--- src/rtl/byte_frame_parser.sv ---
// Frame parser behind the CDC byte register: sync byte, payload, XOR checksum.
// Emits each good payload as one wide word and flags checksum and timeout errors.
module byte_frame_parser #(
    parameter int              SIZE           = 8,
    parameter int              PAYLOAD_BYTES  = 4,
    parameter logic [SIZE-1:0] SYNC_BYTE      = 8'hA5,
    parameter int              TIMEOUT_CYCLES = 50000
) (
    input  logic                          r_clk,
    input  logic                          rst,
    input  logic [SIZE-1:0]               in_data,
    input  logic                          in_empty,
    output logic [SIZE*PAYLOAD_BYTES-1:0] frame_data,
    output logic                          frame_valid,
    output logic                          chk_err,
    output logic                          timeout_err,
    output logic                          busy,
    output logic [7:0]                    good_cnt,
    output logic [1:0]                    dbg_state
);

    localparam int PW    = SIZE * PAYLOAD_BYTES;
    localparam int CNT_W = (TIMEOUT_CYCLES > 2) ? $clog2(TIMEOUT_CYCLES) : 1;
    localparam int IDX_W = (PAYLOAD_BYTES > 1) ? $clog2(PAYLOAD_BYTES) : 1;
    // The counter value seen at the edge where it would step to TIMEOUT_CYCLES-1.
    localparam logic [CNT_W-1:0] CNT_LAST = CNT_W'(TIMEOUT_CYCLES - 2);
    localparam logic [IDX_W-1:0] IDX_LAST = IDX_W'(PAYLOAD_BYTES - 1);

    typedef enum logic [1:0] {
        S_IDLE    = 2'd0,
        S_PAYLOAD = 2'd1,
        S_CHECK   = 2'd2
    } state_t;

    state_t           r_state;
    logic             r_empty_q;
    logic [CNT_W-1:0] r_cnt;
    logic [SIZE-1:0]  r_acc;
    logic [IDX_W-1:0] r_idx;
    logic [PW-1:0]    r_payload;
    logic             w_byte_stb;
    logic             w_expired;

    // One strobe per falling edge of in_empty, however long it stays low.
    assign w_byte_stb = r_empty_q & ~in_empty;
    assign w_expired  = ~w_byte_stb && (r_cnt == CNT_LAST);
    assign dbg_state  = r_state;

    always_ff @(posedge r_clk) begin
        if (!rst) begin
            r_state     <= S_IDLE;
            r_empty_q   <= 1'b1;
            r_cnt       <= '0;
            r_acc       <= '0;
            r_idx       <= '0;
            r_payload   <= '0;
            frame_data  <= '0;
            frame_valid <= 1'b0;
            chk_err     <= 1'b0;
            timeout_err <= 1'b0;
            busy        <= 1'b0;
            good_cnt    <= 8'd0;
        end else begin
            r_empty_q   <= in_empty;
            frame_valid <= 1'b0;
            chk_err     <= 1'b0;
            timeout_err <= 1'b0;
            case (r_state)
                S_IDLE: begin
                    if (w_byte_stb && (in_data == SYNC_BYTE)) begin
                        r_state <= S_PAYLOAD;
                        r_idx   <= '0;
                        r_acc   <= '0;
                        r_cnt   <= '0;
                        busy    <= 1'b1;
                    end
                end
                S_PAYLOAD: begin
                    if (w_byte_stb) begin
                        r_payload <= PW'({r_payload, in_data});
                        r_acc     <= r_acc ^ in_data;
                        r_cnt     <= '0;
                        if (r_idx == IDX_LAST) begin
                            r_idx   <= '0;
                            r_state <= S_CHECK;
                        end else begin
                            r_idx <= r_idx + IDX_W'(1);
                        end
                    end else if (w_expired) begin
                        timeout_err <= 1'b1;
                        r_state     <= S_IDLE;
                        r_cnt       <= '0;
                        busy        <= 1'b0;
                    end else begin
                        r_cnt <= r_cnt + CNT_W'(1);
                    end
                end
                S_CHECK: begin
                    if (w_byte_stb) begin
                        if (in_data == r_acc) begin
                            frame_data  <= r_payload;
                            frame_valid <= 1'b1;
                            good_cnt    <= good_cnt + 8'd1;
                        end else begin
                            chk_err <= 1'b1;
                        end
                        r_state <= S_IDLE;
                        r_cnt   <= '0;
                        busy    <= 1'b0;
                    end else if (w_expired) begin
                        timeout_err <= 1'b1;
                        r_state     <= S_IDLE;
                        r_cnt       <= '0;
                        busy        <= 1'b0;
                    end else begin
                        r_cnt <= r_cnt + CNT_W'(1);
                    end
                end
                default: begin
                    r_state <= S_IDLE;
                    busy    <= 1'b0;
                end
            endcase
        end
    end

endmodule

--- config.mk ---
export PLATFORM = sky130hd
export DESIGN_NAME = byte_frame_parser
export DESIGN_NICKNAME = d
export VERILOG_FILES = /design/src/rtl/byte_frame_parser.sv
export SDC_FILE = /design/constraint.sdc
export NUM_CORES = 1
export LEC_CHECK = 0
export BUFFER_PORTS_ARGS = -buffer_cell sky130_fd_sc_hd__buf_4
export CORE_MARGIN = 4
export CORE_UTILIZATION = 60
export CTS_CLUSTER_DIAMETER = 40
export DETAILED_ROUTE_END_ITERATION = 7
export PLACE_DENSITY = 0.82
export SYNTH_ARGS = -nofsm -noshare
export SYNTH_HDL_FRONTEND = slang
export SYNTH_SLANG_ARGS = --single-unit
export TNS_END_PERCENT = 30
--- constraint.sdc ---
create_clock -name r_clk -period 5.77 [get_ports r_clk]
set_clock_uncertainty 0.05 [all_clocks]
set_input_delay 0.2885 -clock r_clk [delete_from_list [all_inputs] [get_ports r_clk]]
set_output_delay 0.2885 -clock r_clk [all_outputs]
set_load 0.01 [all_outputs]
==> flow_summary.ini <==
[status]
outcome = complete, no violations

[sta]
min_period_over_period_pct = 44.01
finalMaxSlewViolations = 0
rsz0062_at_grt = no
final.setup.tns_ns = 0
min_period_ns = 2.539
final-hold-violation-count = 0
tightest_slew_ns = 1.139
clock.fmax_mhz = 393.8
setup_viol_count_final = 0
relSlewSlack_pct = 24.06
worst_slack_ns = 3.231

[worst_setup_path]
worstSetupPathType = register to register
cp_max_fo = 15
cp_data_arrival_time_ns = 2.75
crit_path_start_kind = register
crit_path_end_kind = register
critical_path_required_ns = 5.98

[logic_synthesis]
syn-num-nets = 575
ys.flop_type = dfxtp_1
yosys_warnings = 0
post_synth_inst_count = 556
syn_avg_cell_area_sq_um = 8.106
ys_seq_area_share_pct = 46.64
synth_edf_count = 0
syn-cell-area_sq_mm = 0.004507
async_flop_share_pct = 0
ys_ff_latch = 105
synth.distinct_cells = 49

[placement]
dpl_cell_area_sq_mm = 0.004913
dp_hpwl_um = 6583
place_ws_ns = 3.183
port_buffers = 56
gp_congestion = 0.8483

[global_routing]
grt_overflow = 0
grt_pass1_wl_um = 16450
grt_use_total_pct = 22.88
first_global_vias = 3579
grt_max_degree = 94
grt_antenna_before_repair = 0

[cells_and_area]
layout-drive-gt1-share_pct = 13.47
nNetsFinal = 608
fill_cells = 621
diodes = 0
syn2layout_area_growth_pct = 13.38
seq_area_sq_mm = 0.002102
stdcell_area_sq_mm = 0.005110
final_util_pct = 70.08
multi_input_area_sq_mm = 0.002230

[clocking]
hold_buffers = 0
cts_resized = 0
clk_latency_ns = 0.38
cts.sinks = 105
cts_made_buffers = 9
cts-htree-levels = 3
path_clk_slew_ns = 0.11
postCtsSetupBuffers = 0
cts_tree = done
cts_root_buf = clkbuf_8
clockBufferDepth = 2

[die]
rows = 31
die_x_um = 94.67
die-area_sq_mm = 0.008962
start_util_pct = 61.81
pin_count = 57
core_area_sq_mm = 0.007292
die_h_um = 94.67

[pwr]
p_sw_share_pct = 24.72
leakagePower_nw = 1.861
powerDensity_mw_per_mm2 = 234.8
power.internal_uw = 903.1
pwr-share-clk_pct = 36.7
ir_worst_vdd_mv = 0.1426
combPwrFrac_pct = 2.9
power_frac_seq_pct = 60.4
switchingPower_uw = 296.6

[worst_hold_path]
hold_class = input pin to register

[drt]
first_iter_violations = 273
firstDrtPassIters = 4
antenna_left = 0
routed_via_density = 5.778
drc = 0
vias = 4004
post_drt_wl_per_cell_um = 14.20
wl_um = 9842

[run]
cap_violations = 0
worst max-delay path, cell delays in order (launching register included):
cell and delay, ns:
dfxtp_1 0.40, or4b_4 0.55, nor4_4 0.69, nor2_1 0.18, and4_1 0.24, a311o_1 0.30
worst paths after layout:
| path | startpoint | to | slack [ns] | depth (start not counted) |
|---|---|---|---|---|
| worst max-delay path | r_cnt[7]$_SDFFE_PN0P_ | r_cnt[12]$_SDFFE_PN0P_ | 3.23 | 5 |
| worst min-delay path | in_empty | r_empty_q$_SDFF_PN1_ | 0.07 | 2 |
| worst max register to register | r_cnt[7]$_SDFFE_PN0P_ | r_cnt[12]$_SDFFE_PN0P_ | 3.23 | 5 |
| worst min register to register | r_payload[24]$_SDFFE_PN0P_ | r_payload[24]$_SDFFE_PN0P_ | 0.41 | 2 |
sequential cells by signal (all words and copies together) (netlist names):
name and flops:
busy 1, chk_err 1, dbg_state 2, frame_data 32, frame_valid 1, good_cnt 8, r_acc 8, r_cnt 16
r_empty_q 1, r_idx 2, r_payload 32, timeout_err 1
cell families (layout without fill, tap and decap cells):
group / Yosys count / after routing / share of synthesized area, %
flops: 105 / 105 / 46.64
buf+inv: 41 / 79 / 3.914
xor+xnor: 9 / 9 / 1.749
compound gates: 138 / 138 / 17.63
mux: 2 / 2 / 0.4442
simple gates: 253 / 253 / 27.40
fa+ha+maj: 8 / 8 / 2.221
power by group through the flow:
stage               Combinational (mW)  Clock [mW]  Sequential, mW
detailed placement              0.0341           0           0.742
finish                          0.0346       0.440           0.725
global placement                0.0338           0           0.742
CTS                             0.0344       0.449           0.725
global route                    0.0382       0.479           0.725
floorplan                       0.0210           0           0.742
cell usage in the layout, fill, tap and decap left out, types with 9 or more instances in the layout:
| cell | Yosys | routed |
|---|---|---|
| a21oi_1 | 43 | 43 |
| nor3_1 | 10 | 10 |
| buf_4 | 1 | 59 |
| o21a_1 | 15 | 15 |
| nand4_1 | 9 | 9 |
| dfxtp_1 | 105 | 105 |
| o21ai_0 | 57 | 57 |
| nand2b_1 | 10 | 10 |
| nand2_1 | 118 | 118 |
| nor2_1 | 17 | 17 |
| clkbuf_8 | 0 | 9 |
| nand3_1 | 46 | 46 |
synthesized netlist by cell type (4+ instances only):
library cell / number / area (sq um)
nand2b_1: 10 / 62.56
a21oi_1: 43 / 215.2
xor2_1: 8 / 70.07
nor4_1: 8 / 50.05
nor3_1: 10 / 50.05
o21a_1: 15 / 112.6
inv_1: 4 / 15.01
and3_1: 5 / 31.28
a31oi_1: 4 / 25.02
clkbuf_1: 31 / 116.4
nand4_1: 9 / 56.30
and2_1: 5 / 31.28
ha_1: 8 / 100.1
or4_1: 6 / 45.04
nor2_1: 17 / 63.81
nand2_1: 118 / 442.9
o21ai_0: 57 / 285.3
dfxtp_1: 105 / 2102
nand3_1: 46 / 230.2
stage by stage:
stage,power [mW],hold slack (ns),std cells
2_1_floorplan,0.7627,0.3400,556
3_3_place_gp,0.7755,0.3981,677
3_5_place_dp,0.7758,0.3984,677
4_1_cts,1.208,0.05911,693
5_1_grt,1.242,0.06861,693
6_report,1.200,0.06900,693
metal layers:
metal	vias up	global-route usage, %	wire length [um]
met5	-	0	0
li1	2019	-	-
met2	115	36.41	4527
met4	0	7.452	128
met1	1859	31.14	4638
met3	11	4.701	548
layout make-up:
cell class	instances	area share (%)
clock buffer	9	2.424
clock inverter	7	1.420
inverter	4	0.2938
multi-input combinational	410	43.63
sequential	105	41.14
tap	99	2.424
timing repair buffer	59	8.668
Power figures use the tool's default switching activity.
